[config.mk]
export PLATFORM = sky130hd
export DESIGN_NAME = calc_window_stats_flat
export DESIGN_NICKNAME = d
export VERILOG_FILES = /design/src/rtl/calc_window_stats_if.sv /design/src/rtl/calc_window_stats.sv /design/src/flat_wrapper.sv
export SDC_FILE = /design/constraint.sdc
export NUM_CORES = 1
export LEC_CHECK = 0
export BUFFER_PORTS_ARGS = -buffer_cell sky130_fd_sc_hd__buf_2
export CELL_PAD_IN_SITES_DETAIL_PLACEMENT = 1
export CELL_PAD_IN_SITES_GLOBAL_PLACEMENT = 1
export CORE_MARGIN = 4
export CORE_UTILIZATION = 25
export DETAILED_ROUTE_END_ITERATION = 12
export HOLD_SLACK_MARGIN = 0.05
export PLACE_DENSITY = 0.56
export REMOVE_ABC_BUFFERS = 1
export SYNTH_ARGS = -nofsm -noshare
export SYNTH_HDL_FRONTEND = slang
export SYNTH_SLANG_ARGS = --single-unit
[constraint.sdc]
create_clock -name clk -period 4.9 [get_ports clk]
set_clock_uncertainty 0.2 [all_clocks]
set_input_delay 0.98 -clock clk [delete_from_list [all_inputs] [get_ports clk]]
set_output_delay 0.98 -clock clk [all_outputs]
set_load 0.005 [all_outputs]
[src/rtl/calc_window_stats_if.sv]
// calc_window_stats_if
//   Sample-in / statistics-out bundle for calc_window_stats.
//   slave  modport : the statistics engine (drives in_ready and all results).
//   master modport : the producer/consumer side (drives start, samples, out_ready).
//   Signals: start, in_valid/in_ready/f_in/g_in (sample stream),
//            out_valid/out_ready/sum_f/sum_g/sum_f2/sum_g2/sum_fg/out_x/out_y
//            (statistics stream), frame_done, and sad when CALC_SAD_EN is defined.
// Optional feature macro: CALC_SAD_EN (adds the sad result).
interface calc_window_stats_if #(
  parameter int PIX_W    = 3,
  parameter int LOG_WIN  = 4,
  parameter int LINE_LEN = 94,
  parameter int ROWS     = 16
);
  localparam int S_W = PIX_W + LOG_WIN;
  localparam int Q_W = 2 * PIX_W + LOG_WIN;
  localparam int X_W = (LINE_LEN > 1) ? $clog2(LINE_LEN) : 1;
  localparam int Y_W = (ROWS > 1) ? $clog2(ROWS) : 1;

  logic             start;
  logic             in_valid;
  logic             in_ready;
  logic [PIX_W-1:0] f_in;
  logic [PIX_W-1:0] g_in;
  logic             out_valid;
  logic             out_ready;
  logic [S_W-1:0]   sum_f;
  logic [S_W-1:0]   sum_g;
  logic [Q_W-1:0]   sum_f2;
  logic [Q_W-1:0]   sum_g2;
  logic [Q_W-1:0]   sum_fg;
  logic [X_W-1:0]   out_x;
  logic [Y_W-1:0]   out_y;
  logic             frame_done;
`ifdef CALC_SAD_EN
  logic [S_W-1:0]   sad;
`endif

  modport master (
    output start, in_valid, f_in, g_in, out_ready,
    input  in_ready, out_valid, sum_f, sum_g, sum_f2, sum_g2, sum_fg,
           out_x, out_y, frame_done
`ifdef CALC_SAD_EN
         , sad
`endif
  );

  modport slave (
    input  start, in_valid, f_in, g_in, out_ready,
    output in_ready, out_valid, sum_f, sum_g, sum_f2, sum_g2, sum_fg,
           out_x, out_y, frame_done
`ifdef CALC_SAD_EN
         , sad
`endif
  );
endinterface

[src/rtl/calc_window_stats.sv]
// calc_window_stats
//   Streaming sliding-window statistics over paired pixels (f, g). Keeps the
//   last WIN = 2**LOG_WIN samples of the current row and, once the window is
//   full, emits sum f, sum g, sum f^2, sum g^2, sum f*g and the window position
//   (out_x, out_y) for every accepted sample. Single output register, no skid.
// Ports:
//   clk   : rising-edge clock
//   rst_n : asynchronous active-low reset
//   bus   : calc_window_stats_if.slave (sample stream in, statistics out,
//           start / frame_done control)
// Optional feature macro: CALC_SAD_EN -- adds bus.sad = sum |f-g| over the window.
module calc_window_stats #(
  parameter int PIX_W    = 3,
  parameter int LOG_WIN  = 4,
  parameter int LINE_LEN = 94,
  parameter int ROWS     = 16
) (
  input  logic               clk,
  input  logic               rst_n,
  calc_window_stats_if.slave bus
);
  localparam int WIN = 1 << LOG_WIN;
  localparam int P_W = 2 * PIX_W;
  localparam int S_W = PIX_W + LOG_WIN;
  localparam int Q_W = 2 * PIX_W + LOG_WIN;
  localparam int X_W = (LINE_LEN > 1) ? $clog2(LINE_LEN) : 1;
  localparam int Y_W = (ROWS > 1) ? $clog2(ROWS) : 1;

  localparam logic [X_W-1:0] COL_LAST     = X_W'(LINE_LEN - 1);
  localparam logic [X_W-1:0] COL_FILL_END = X_W'(WIN - 2);
  localparam logic [X_W-1:0] X_OFF        = X_W'(WIN - 1);
  localparam logic [Y_W-1:0] ROW_LAST     = Y_W'(ROWS - 1);

  typedef enum logic [2:0] {
    IDLE  = 3'd0,
    FILL  = 3'd1,
    RUN   = 3'd2,
    DRAIN = 3'd3,
    DONE  = 3'd4
  } state_t;

  function automatic logic [P_W-1:0] mul_px(input logic [PIX_W-1:0] a,
                                            input logic [PIX_W-1:0] b);
    return P_W'(a) * P_W'(b);
  endfunction

`ifdef CALC_SAD_EN
  function automatic logic [PIX_W-1:0] abs_diff(input logic [PIX_W-1:0] a,
                                                input logic [PIX_W-1:0] b);
    return (a >= b) ? (a - b) : (b - a);
  endfunction
`endif

  state_t           state_q, state_d;
  logic [X_W-1:0]   col_q, col_d;
  logic [Y_W-1:0]   y_q, y_d;
  logic [PIX_W-1:0] win_f_q [WIN];
  logic [PIX_W-1:0] win_f_d [WIN];
  logic [PIX_W-1:0] win_g_q [WIN];
  logic [PIX_W-1:0] win_g_d [WIN];
  logic [PIX_W-1:0] shift_f_s [WIN];
  logic [PIX_W-1:0] shift_g_s [WIN];
  logic [PIX_W-1:0] old_f_s, old_g_s;
  logic [S_W-1:0]   acc_f_q, acc_f_d, acc_g_q, acc_g_d, nxt_f_s, nxt_g_s;
  logic [Q_W-1:0]   acc_f2_q, acc_f2_d, acc_g2_q, acc_g2_d, acc_fg_q, acc_fg_d;
  logic [Q_W-1:0]   nxt_f2_s, nxt_g2_s, nxt_fg_s;
  logic [S_W-1:0]   sf_q, sf_d, sg_q, sg_d;
  logic [Q_W-1:0]   sf2_q, sf2_d, sg2_q, sg2_d, sfg_q, sfg_d;
  logic [X_W-1:0]   ox_q, ox_d;
  logic [Y_W-1:0]   oy_q, oy_d;
  logic             out_valid_q, out_valid_d;
  logic             frame_done_q, frame_done_d;
  logic             in_rdy_s, in_acc_s, out_acc_s;
`ifdef CALC_SAD_EN
  logic [S_W-1:0]   acc_sad_q, acc_sad_d, nxt_sad_s, sad_q, sad_d;
`endif

  // Handshake qualifiers: a sample is taken only when the output slot is free or draining.
  always_comb begin
    in_rdy_s  = ((state_q == FILL) || (state_q == RUN)) && (!out_valid_q || bus.out_ready);
    in_acc_s  = bus.in_valid && in_rdy_s;
    out_acc_s = out_valid_q && bus.out_ready;
  end

  // Window shifted by one sample and sums updated with entering/leaving terms.
  always_comb begin
    old_f_s      = win_f_q[WIN-1];
    old_g_s      = win_g_q[WIN-1];
    shift_f_s[0] = bus.f_in;
    shift_g_s[0] = bus.g_in;
    for (int i = 1; i < WIN; i++) begin
      shift_f_s[i] = win_f_q[i-1];
      shift_g_s[i] = win_g_q[i-1];
    end
    // The leaving slot is zero until the window has filled, so the same
    // add/subtract serves FILL. Add-then-subtract may wrap transiently; the
    // modular result is exact because the true sum always fits.
    nxt_f_s  = acc_f_q + S_W'(bus.f_in) - S_W'(old_f_s);
    nxt_g_s  = acc_g_q + S_W'(bus.g_in) - S_W'(old_g_s);
    nxt_f2_s = acc_f2_q + Q_W'(mul_px(bus.f_in, bus.f_in)) - Q_W'(mul_px(old_f_s, old_f_s));
    nxt_g2_s = acc_g2_q + Q_W'(mul_px(bus.g_in, bus.g_in)) - Q_W'(mul_px(old_g_s, old_g_s));
    nxt_fg_s = acc_fg_q + Q_W'(mul_px(bus.f_in, bus.g_in)) - Q_W'(mul_px(old_f_s, old_g_s));
`ifdef CALC_SAD_EN
    nxt_sad_s = acc_sad_q + S_W'(abs_diff(bus.f_in, bus.g_in)) - S_W'(abs_diff(old_f_s, old_g_s));
`endif
  end

  // Frame sequencing, window/accumulator update and output-register load.
  always_comb begin
    state_d     = state_q;
    col_d       = col_q;
    y_d         = y_q;
    win_f_d     = win_f_q;
    win_g_d     = win_g_q;
    acc_f_d     = acc_f_q;
    acc_g_d     = acc_g_q;
    acc_f2_d    = acc_f2_q;
    acc_g2_d    = acc_g2_q;
    acc_fg_d    = acc_fg_q;
    sf_d        = sf_q;
    sg_d        = sg_q;
    sf2_d       = sf2_q;
    sg2_d       = sg2_q;
    sfg_d       = sfg_q;
    ox_d        = ox_q;
    oy_d        = oy_q;
    out_valid_d = out_acc_s ? 1'b0 : out_valid_q;
`ifdef CALC_SAD_EN
    acc_sad_d   = acc_sad_q;
    sad_d       = sad_q;
`endif

    case (state_q)
      IDLE: begin
        if (bus.start) begin
          state_d  = FILL;
          col_d    = '0;
          y_d      = '0;
          win_f_d  = '{default: '0};
          win_g_d  = '{default: '0};
          acc_f_d  = '0;
          acc_g_d  = '0;
          acc_f2_d = '0;
          acc_g2_d = '0;
          acc_fg_d = '0;
`ifdef CALC_SAD_EN
          acc_sad_d = '0;
`endif
        end else begin
          state_d = IDLE;
        end
      end
      FILL: begin
        if (in_acc_s) begin
          win_f_d  = shift_f_s;
          win_g_d  = shift_g_s;
          acc_f_d  = nxt_f_s;
          acc_g_d  = nxt_g_s;
          acc_f2_d = nxt_f2_s;
          acc_g2_d = nxt_g2_s;
          acc_fg_d = nxt_fg_s;
`ifdef CALC_SAD_EN
          acc_sad_d = nxt_sad_s;
`endif
          col_d    = col_q + X_W'(1'b1);
          state_d  = (col_q == COL_FILL_END) ? RUN : FILL;
        end else begin
          state_d = FILL;
        end
      end
      RUN: begin
        if (in_acc_s) begin
          win_f_d     = shift_f_s;
          win_g_d     = shift_g_s;
          acc_f_d     = nxt_f_s;
          acc_g_d     = nxt_g_s;
          acc_f2_d    = nxt_f2_s;
          acc_g2_d    = nxt_g2_s;
          acc_fg_d    = nxt_fg_s;
          sf_d        = nxt_f_s;
          sg_d        = nxt_g_s;
          sf2_d       = nxt_f2_s;
          sg2_d       = nxt_g2_s;
          sfg_d       = nxt_fg_s;
          ox_d        = col_q - X_OFF;
          oy_d        = y_q;
          out_valid_d = 1'b1;
`ifdef CALC_SAD_EN
          acc_sad_d   = nxt_sad_s;
          sad_d       = nxt_sad_s;
`endif
          if (col_q == COL_LAST) begin
            col_d = '0;
            if (y_q == ROW_LAST) begin
              state_d = DRAIN;
            end else begin
              // Next row starts from an empty window on this same edge.
              state_d  = FILL;
              y_d      = y_q + Y_W'(1'b1);
              win_f_d  = '{default: '0};
              win_g_d  = '{default: '0};
              acc_f_d  = '0;
              acc_g_d  = '0;
              acc_f2_d = '0;
              acc_g2_d = '0;
              acc_fg_d = '0;
`ifdef CALC_SAD_EN
              acc_sad_d = '0;
`endif
            end
          end else begin
            col_d   = col_q + X_W'(1'b1);
            state_d = RUN;
          end
        end else begin
          state_d = RUN;
        end
      end
      DRAIN: begin
        state_d = out_acc_s ? DONE : DRAIN;
      end
      DONE: begin
        state_d = IDLE;
      end
      default: begin
        state_d = IDLE;
      end
    endcase

    frame_done_d = (state_d == DONE);
  end

  // State, window, accumulators and output registers.
  always_ff @(posedge clk or negedge rst_n) begin
    if (!rst_n) begin
      state_q      <= IDLE;
      col_q        <= '0;
      y_q          <= '0;
      win_f_q      <= '{default: '0};
      win_g_q      <= '{default: '0};
      acc_f_q      <= '0;
      acc_g_q      <= '0;
      acc_f2_q     <= '0;
      acc_g2_q     <= '0;
      acc_fg_q     <= '0;
      sf_q         <= '0;
      sg_q         <= '0;
      sf2_q        <= '0;
      sg2_q        <= '0;
      sfg_q        <= '0;
      ox_q         <= '0;
      oy_q         <= '0;
      out_valid_q  <= 1'b0;
      frame_done_q <= 1'b0;
`ifdef CALC_SAD_EN
      acc_sad_q    <= '0;
      sad_q        <= '0;
`endif
    end else begin
      state_q      <= state_d;
      col_q        <= col_d;
      y_q          <= y_d;
      win_f_q      <= win_f_d;
      win_g_q      <= win_g_d;
      acc_f_q      <= acc_f_d;
      acc_g_q      <= acc_g_d;
      acc_f2_q     <= acc_f2_d;
      acc_g2_q     <= acc_g2_d;
      acc_fg_q     <= acc_fg_d;
      sf_q         <= sf_d;
      sg_q         <= sg_d;
      sf2_q        <= sf2_d;
      sg2_q        <= sg2_d;
      sfg_q        <= sfg_d;
      ox_q         <= ox_d;
      oy_q         <= oy_d;
      out_valid_q  <= out_valid_d;
      frame_done_q <= frame_done_d;
`ifdef CALC_SAD_EN
      acc_sad_q    <= acc_sad_d;
      sad_q        <= sad_d;
`endif
    end
  end

  assign bus.in_ready   = in_rdy_s;
  assign bus.out_valid  = out_valid_q;
  assign bus.sum_f      = sf_q;
  assign bus.sum_g      = sg_q;
  assign bus.sum_f2     = sf2_q;
  assign bus.sum_g2     = sg2_q;
  assign bus.sum_fg     = sfg_q;
  assign bus.out_x      = ox_q;
  assign bus.out_y      = oy_q;
  assign bus.frame_done = frame_done_q;
`ifdef CALC_SAD_EN
  assign bus.sad        = sad_q;
`endif
endmodule

[src/flat_wrapper.sv]
// flat-port wrapper written by rule: the top's interface ports become plain ports
module calc_window_stats_flat 
#(
  parameter int PIX_W    = 3,
  parameter int LOG_WIN  = 4,
  parameter int LINE_LEN = 94,
  parameter int ROWS     = 16
)
  (clk, rst_n, bus_start, bus_in_valid, bus_f_in, bus_g_in, bus_out_ready, bus_in_ready, bus_out_valid, bus_sum_f, bus_sum_g, bus_sum_f2, bus_sum_g2, bus_sum_fg, bus_out_x, bus_out_y, bus_frame_done);
  calc_window_stats_if #(.PIX_W(PIX_W), .LOG_WIN(LOG_WIN), .LINE_LEN(LINE_LEN), .ROWS(ROWS)) bus_i ();
  input  logic clk;
  input  logic rst_n;
  input wire logic [$bits(bus_i.start)-1:0] bus_start;
  input wire logic [$bits(bus_i.in_valid)-1:0] bus_in_valid;
  input wire logic [$bits(bus_i.f_in)-1:0] bus_f_in;
  input wire logic [$bits(bus_i.g_in)-1:0] bus_g_in;
  input wire logic [$bits(bus_i.out_ready)-1:0] bus_out_ready;
  output wire logic [$bits(bus_i.in_ready)-1:0] bus_in_ready;
  output wire logic [$bits(bus_i.out_valid)-1:0] bus_out_valid;
  output wire logic [$bits(bus_i.sum_f)-1:0] bus_sum_f;
  output wire logic [$bits(bus_i.sum_g)-1:0] bus_sum_g;
  output wire logic [$bits(bus_i.sum_f2)-1:0] bus_sum_f2;
  output wire logic [$bits(bus_i.sum_g2)-1:0] bus_sum_g2;
  output wire logic [$bits(bus_i.sum_fg)-1:0] bus_sum_fg;
  output wire logic [$bits(bus_i.out_x)-1:0] bus_out_x;
  output wire logic [$bits(bus_i.out_y)-1:0] bus_out_y;
  output wire logic [$bits(bus_i.frame_done)-1:0] bus_frame_done;
  assign bus_i.start = bus_start;
  assign bus_i.in_valid = bus_in_valid;
  assign bus_i.f_in = bus_f_in;
  assign bus_i.g_in = bus_g_in;
  assign bus_i.out_ready = bus_out_ready;
  assign bus_in_ready = bus_i.in_ready;
  assign bus_out_valid = bus_i.out_valid;
  assign bus_sum_f = bus_i.sum_f;
  assign bus_sum_g = bus_i.sum_g;
  assign bus_sum_f2 = bus_i.sum_f2;
  assign bus_sum_g2 = bus_i.sum_g2;
  assign bus_sum_fg = bus_i.sum_fg;
  assign bus_out_x = bus_i.out_x;
  assign bus_out_y = bus_i.out_y;
  assign bus_frame_done = bus_i.frame_done;
  calc_window_stats #(.PIX_W(PIX_W), .LOG_WIN(LOG_WIN), .LINE_LEN(LINE_LEN), .ROWS(ROWS)) u_core (.clk(clk), .rst_n(rst_n), .bus(bus_i));
endmodule
# After elaboration in Yosys (flattened, before gate mapping)
# Index checks and enable logic that the tools add are counted.
[totals]
regBits = 211
input_bits = 11
[classes]
n_addsub = 13
n_mul = 6
eq_ne = 12
muxes = 58
reduce_logical = 12
[op_table]
columns = ["operator", "count"]
rows = [
  ["two-way mux 48 bit", 9],
  ["one-hot mux 48 bit (3 select lines)", 2],
  ["two-way mux 10 bit", 13],
  ["one-hot mux 10 bit (3 select lines)", 3],
  ["two-way mux 7 bit", 12],
  ["one-hot mux 7 bit (3 select lines)", 3],
  ["multiplier 3 x 3 -> 6 bit", 6],
  ["adder 10 x 6 -> 10 bit", 3],
  ["subtractor 10 x 6 -> 10 bit", 3],
  ["two-way mux 4 bit", 4],
  ["adder 7 x 3 -> 7 bit", 2],
  ["subtractor 7 x 3 -> 7 bit", 2],
  ["one-hot mux 3 bit (4 select lines)", 1],
  ["two-way mux 2 bit", 4],
  ["one-hot mux 4 bit (2 select lines)", 1],
  ["adder 7 x 1 -> 7 bit, second input constant", 1],
  ["== test 7 x 4 -> 1 bit, second input constant", 1],
  ["== test 7 bit, second input constant", 1],
  ["subtractor 7 x 4 -> 7 bit, second input constant", 1],
  ["== test 3 x 2 -> 1 bit, second input constant", 2],
  ["two-way mux 3 bit", 2],
  ["!= test 2 bit, second input constant", 3],
  ["AND reduction 5 bit", 1],
  ["adder 4 x 1 -> 4 bit, second input constant", 1],
  ["13 further kinds", 20],
]

# Logic depth before layout (Yosys ltp)
# Gate-level depths: netlist (run 1).
[logic_depth]
ltp_word = 7
depth_mapped = 15

# Least setup slack after synthesis (run 1)
# Ideal clock, no wire load.
[synth_timing]
kind = "input to register"
start = "in bus_f_in[0]"
end = "reg u_core.sfg_q[6] (netlist: u_core.bus.sum_fg[6])"
setup_time_ns = 0.125
t_arrival_ns = 4.431
t_required_ns = 4.575
path_slack_ns = 0.145
stages = 14
path_buffers = 0
cell_sequence = "nand2_1 -> fa_1 -> fa_1 -> inv_1 -> fa_1 -> inv_1 -> fa_1 -> inv_1 -> ha_1 -> a211oi_1 -> o21bai_1 -> a21oi_1 -> xnor2_1 -> mux2_2"
[synth_between]
elab_chain_cells = 3
[synth_lines]
columns = ["element", "line", "rtl"]
rows = [
  ["start, declared", "flat_wrapper.sv:15", "input wire logic [$bits(bus_i.f_in)-1:0] bus_f_in;"],
  ["multiplier 3 x 3 -> 6 bit", "calc_window_stats.sv:44", "return P_W'(a) * P_W'(b);"],
  ["adder 10 x 6 -> 10 bit", "calc_window_stats.sv:102", "nxt_fg_s = acc_fg_q + Q_W'(mul_px(bus.f_in, bus.g_in)) - Q_W'(mul_px(old_f_s, old_g_s));"],
  ["subtractor 10 x 6 -> 10 bit", "calc_window_stats.sv:102", ""],
  ["end signal, assigned", "calc_window_stats.sv:274", "sfg_q <= sfg_d;"],
  ["end, declared", "calc_window_stats.sv:68", "logic [Q_W-1:0] sf2_q, sf2_d, sg2_q, sg2_d, sfg_q, sfg_d;"],
]
# Every way passes these cells.
# A chain may end at the register's enable or synchronous reset.

# Worst setup path after layout (run 1)
# Same ends and word-level chain as after synthesis.

==> results.yml, run 1 <==
run_status:
  status: "finished, final reports clean"
timing:
  max_slew_margin_pct: 46.80
  min_period_ns: 4.489
  hold_viol: 0
  drv_slew: 0
  setup-tns-final_ns: 0
  rsz0062_at_grt: "no"
  fin_crit_sh_pct: 91.60
  fmax_mhz: 222.8
  finalWorstSetupSlack_ns: 0.4114
  worst_pin_slew_ns: 0.7980
  hold_ws_ns: 0.2575
  setup_viol: 0
yosys:
  ys_seq_area_share_pct: 48.39
  ys_ff_latch: 211
  synth_edf_count: 0
  netlist_area_mm2: 0.01091
  netlist_instances: 958
  ys_types: 52
  ys.flop_type: "dfrtp_1"
  yosysWarnings: 0
  synth_area_per_cell_um2: 11.39
  synthArstFlopShare_pct: 100.0
pwr:
  internal-power_mw: 4.841
  power.total_mw: 8.089
  clkPwrFrac_pct: 23.9
  p_switching_mw: 3.249
  swShare_pct: 40.16
  ir_drop_mv: 0.3108
  power_leakage_nw: 6.175
  combinationalPowerShare_pct: 45.5
  pwr-share-seq_pct: 30.5
  power.density_mw_per_mm2: 631.2
floorplan:
  ios: 69
  core_area_mm2: 0.04308
  die_area_mm2: 0.04705
  rows: 76
  die-height_um: 216.9
  die_w_um: 216.9
  start_util_pct: 25.33
drt:
  ant_nets: 0
  finalWirelength_um: 25760
  drcViolationCount: 0
  wl_per_cell_um: 15.71
  dr.pass1.iters: 4
  routed_via_density: 4.482
  drtIter0Drc: 343
  vias: 7350
clock_network:
  clockBufferDepth: 3
  cts_made_buffers: 27
  ctsHoldBuffers: 0
  tritoncts: "yes"
  post-cts-setup-buffer-count: 0
  clock_latency_ns: 0.56
  cts.sinks: 211
  ctsRootBufferMaster: "clkbuf_16"
  cts_resized: 0
  path_clk_slew_ns: 0.06
  htreeDepth: 1
place:
  dpl.hpwl_um: 16980
  pre_cts_slack_ns: -0.1718
  portBuffers: 68
  gp_congestion: 0.7690
worst_setup_path:
  worst_setup_path_start_kind: "input pin"
  cp-startpoint: "bus_f_in[0]"
  r2r-start: "u_core.old_f_s[2]"
  crit_path_max_fanout: 2
  cp.required_ns: 5.14
  arrival_ns: 4.73
  critPathKind: "input pin to register"
  worst_setup_path_end_kind: "register"
global_routing:
  grt_max_degree: 141
  grt_pass1_vias: 8073
  grt_pass1_wl_um: 43260
  grt.total_usage_pct: 11.14
  antenna_found_initial: 0
  overflow: 0
flow_run:
  drv_cap: 0
finish:
  final_util_pct: 29.75
  register_area_mm2: 0.005280
  multiInputGateArea_mm2: 0.004931
  final_nets: 1146
  diodes: 0
  drive_gt1_share_pct: 17.35
  num-fill-cells: 4801
  syn2layout_area_growth_pct: 17.47
min_path:
  min_path_type: "input pin to asynchronous set/reset pin"
[path summary, 6_finish.rpt]
check,to,slack [ns],depth (start not counted)
worst max-delay path,u_core.bus.sum_fg[6],0.41,15
worst min-delay path,u_core.acc_g_q[2],0.26,1
worst max register to register,u_core.bus.sum_fg[6],0.44,15
worst min register to register,u_core.bus.sum_f[2],0.27,2
max in group asynchronous,u_core.shift_g_s[13],3.22,2
min in group clk,u_core.bus.sum_f[2],0.27,2
[cell usage in the layout (no fill, tap or decap), types with 2 or more instances in the layout]
master	n
dfrtp_1	211
a22o_1	123
inv_1	112
nand2_1	76
buf_2	67
ha_1	63
o21ai_0	55
mux2_2	36
fa_1	36
a21oi_1	32
xnor2_1	29
clkbuf_16	27
buf_4	24
nor2_1	23
a21o_1	16
and2_1	9
nand3_1	9
clkinv_2	9
nand2b_1	8
a211oi_1	8
xor2_1	8
o21bai_1	7
mux2i_1	5
nor3_1	5
nand4_1	4
a31oi_1	4
a2111oi_0	3
a221oi_1	3
clkbuf_1	3
buf_12	3
nor2b_1	2
nor4bb_1	2
o22ai_1	2
inv_6	2
clkbuf_8	2
bufinv_16	2
clkinv_4	2
[registers in the layout, summed over array words and instances, names as in the netlist, 4 cells and up]
signal and count:
u_core.shift_g_s 45, u_core.shift_f_s 45, u_core.bus.out_y 4, u_core.bus.sum_fg 10
u_core.bus.sum_g 7, u_core.acc_f_q 7, u_core.bus.sum_g2 10, u_core.bus.out_x 7
u_core.col_q 7, u_core.acc_g2_q 10, u_core.y_q 4, u_core.bus.sum_f2 10
u_core.acc_fg_q 10, u_core.bus.sum_f 7, u_core.acc_g_q 7, u_core.acc_f2_q 10
[metal layers]
layer | GRT usage, % | vias up | share of wire [%]
met5 | 0 | - | 0
met4 | 2.756 | 0 | 2.6
met3 | 2.653 | 39 | 4.2
met2 | 18.15 | 76 | 45
met1 | 15.05 | 3741 | 48
li1 | - | 3494 | -
[cell families (layout without fill, tap and decap cells)]
group | count (synthesis) | in the layout | synth area share (%)
buf+inv | 158 | 255 | 6.479
flops | 211 | 211 | 48.39
mux | 41 | 41 | 4.174
fa+ha+maj | 99 | 99 | 13.83
simple gates | 149 | 149 | 6.502
xor+xnor | 37 | 37 | 2.970
compound gates | 263 | 263 | 17.65
[through the flow]
stage	instance area [um2]	cells
after floorplan	10620	912
after global placement	11950	1592
after detailed placement	11950	1592
after CTS	12820	1640
after global routing	12820	1640
final	12820	1640
[critical path: stages]
cell and delay [ns]:
buf_2 0.10, nand2_1 0.07, fa_1 0.51, fa_1 0.55
inv_1 0.05, fa_1 0.54, inv_1 0.06, fa_1 0.53
inv_1 0.07, ha_1 0.31, a211oi_1 0.27, o21bai_1 0.12
a21oi_1 0.19, xnor2_1 0.10, mux2_2 0.27
[power by group through the flow]
stage | registers (mW) | clock network (mW) | logic, mW
5_1_grt | 2.53 | 2.10 | 4.21
4_1_cts | 2.48 | 2.03 | 3.82
2_1_floorplan | 2.47 | 0 | 2.52
6_report | 2.47 | 1.94 | 3.68
3_3_place_gp | 2.50 | 0 | 3.71
3_5_place_dp | 2.50 | 0 | 3.80
[cell type report]
type	instances	share of cell area, %
flip-flops and latches	211	41.20
clock buffers	32	5.575
well taps	585	5.711
repair buffers	95	4.608
clock inverters	16	1.152
multi-input cells	589	38.48
inverters	112	3.280
[synthesized netlist by cell type, drive strengths merged (7+ instances only)]
master,instances,area (um2)
inv,112,420.4
a211oi,8,60.06
clkbuf,8,30.03
o21bai,7,52.55
nand3,9,45.04
xor2,8,70.07
buf,38,256.5
nand2b,8,50.05
and2,9,56.30
nor2,23,86.33
nand2,76,285.3
a21o,17,127.6
xnor2,29,254.0
a21oi,32,160.2
ha,63,788.3
dfrtp,211,5280
o21ai,56,284.0
a22o,123,1077
mux2,36,405.4
fa,36,720.7
Note: power is estimated with default switching activity, not from simulation.
==> run 2, diff against run 1 <==
Settings changed: BUFFER_PORTS_ARGS -buffer_cell sky130_fd_sc_hd__buf_2 to -buffer_cell sky130_fd_sc_hd__buf_4.
==> results.yml, run 2 (synthesis results as in run 1) <==
timing:
  min_period_ns: 4.483
  setup_viol: 0
  drv_slew: 0
  setup-tns-final_ns: 0
  max_slew_margin_pct: 39.06
  fmax_mhz: 223.0
  rsz0062_at_grt: "no"
  fin_crit_sh_pct: 91.50
  hold_viol: 0
  hold_ws_ns: 0.2754
  worst_pin_slew_ns: 0.9141
floorplan:
  start_util_pct: 25.33
  die_w_um: 216.9
  core_area_mm2: 0.04308
  rows: 76
  ios: 69
  die-height_um: 216.9
  die_area_mm2: 0.04705
worst_setup_path:
  worstPathCellList: "buf_4 > nand2_1 > fa_1 > fa_1 > inv_1 > fa_1 > inv_1 > fa_1 > inv_1 > ha_1 > a211oi_1 > o21bai_1 > a21oi_1 > xnor2_1 > mux2_2"
  worst_setup_path_start_kind: "input pin"
  critical_path.max_stage_delay_ns: 0.55
  cp-startpoint: "bus_f_in[0]"
  critPathTopFamily: "adder cells"
  cp.required_ns: 5.13
  crit_path_max_fanout: 2
  r2r-start: "u_core.old_f_s[2]"
  worst_setup_path_end_kind: "register"
  cp_num_buf_inv: 4
  arrival_ns: 4.72
  critPathKind: "input pin to register"
  cp_common_cell: "fa_1"
  critPathSlowestCell: "fa_1"
drt:
  vias: 7328
  ant_nets: 0
  wl_per_cell_um: 15.75
  drtIter0Drc: 399
  dr.pass1.iters: 4
  routed_via_density: 4.474
  finalWirelength_um: 25810
  drcViolationCount: 0
clock_network:
  cts.sinks: 211
  post-cts-setup-buffer-count: 0
  cts_made_buffers: 26
  clock_latency_ns: 0.54
  path_clk_slew_ns: 0.06
  tritoncts: "yes"
  clockBufferDepth: 3
  ctsHoldBuffers: 0
  ctsRootBufferMaster: "clkbuf_16"
  cts_resized: 0
  htreeDepth: 1
global_routing:
  antenna_found_initial: 0
  grt_pass1_vias: 7957
  grt_max_degree: 110
  grt_pass1_wl_um: 43680
  grt.total_usage_pct: 11.20
  overflow: 0
finish:
  diodes: 0
  drive_gt1_share_pct: 17.00
  num-fill-cells: 4770
  layout_common_cells: "dfrtp_1, a22o_1, inv_1"
  final_nets: 1146
  layout_commonest_cell: "dfrtp_1"
  syn2layout_area_growth_pct: 19.25
pwr:
  ir_drop_mv: 0.3817
  power_leakage_nw: 6.226
  power.density_mw_per_mm2: 637.7
  power.total_mw: 8.297
run_status:
  status: "finished, final reports clean"
min_path:
  hp-start: "u_core.shift_f_s[23]"
  min_path_type: "register to register"
flow_run:
  drv_cap: 0
place:
  dpl.hpwl_um: 17420
  portBuffers: 68
  gp_congestion: 0.7611
[run 2: per-layer routing]
layer	part of all wire, %	vias to the layer above	global-route usage, %
met5	0	-	0
met2	45	84	17.77
li1	-	3496	-
met1	49	3714	15.83
met4	1.7	0	2.205
met3	4.1	34	2.569
[run 2: final cells by class]
cell class	count	area [um2]	area share (%)
inverter	112	420.4	3.231
timing repair buffer	96	778.2	5.981
tap	585	732.0	5.626
clock inverter	9	120.1	0.9232
clock buffer	36	749.5	5.760
sequential	211	5280	40.58
multi-input combinational	589	4931	37.90
[run 2: final timing paths]
kind,endpoint,slack [ns],depth (start not counted)
min in group asynchronous,u_core.shift_g_s[35],0.33,1
max reg2reg,u_core.bus.sum_fg[6],0.44,15
max,u_core.bus.sum_fg[6],0.42,15
max in group asynchronous,u_core.bus.sum_g[3],3.19,2
min,u_core.shift_f_s[20],0.28,1
min reg2reg,u_core.shift_f_s[20],0.28,1
[run 2: metrics by stage]
stage          cells  util, %  area [um2]  setup WS (ns)
3_5_place_dp    1593    28.19       12140        -0.1564
6_report        1638    30.21       13010         0.4166
5_1_grt         1638    30.21       13010         0.1091
2_1_floorplan    912        -       10620        -0.5664
4_1_cts         1638    30.21       13010         0.3950
3_3_place_gp    1593    28.19       12140        -0.1648
[run 2: where the power goes]
part           switching, mW  leakage, nW  total (mW)  internal, mW
Combinational           2.21         2.99        3.85          1.64
Clock                  0.748        0.433        1.96          1.22
Sequential             0.287         2.80        2.49          2.20
Total                   3.24         6.23        8.30          5.06
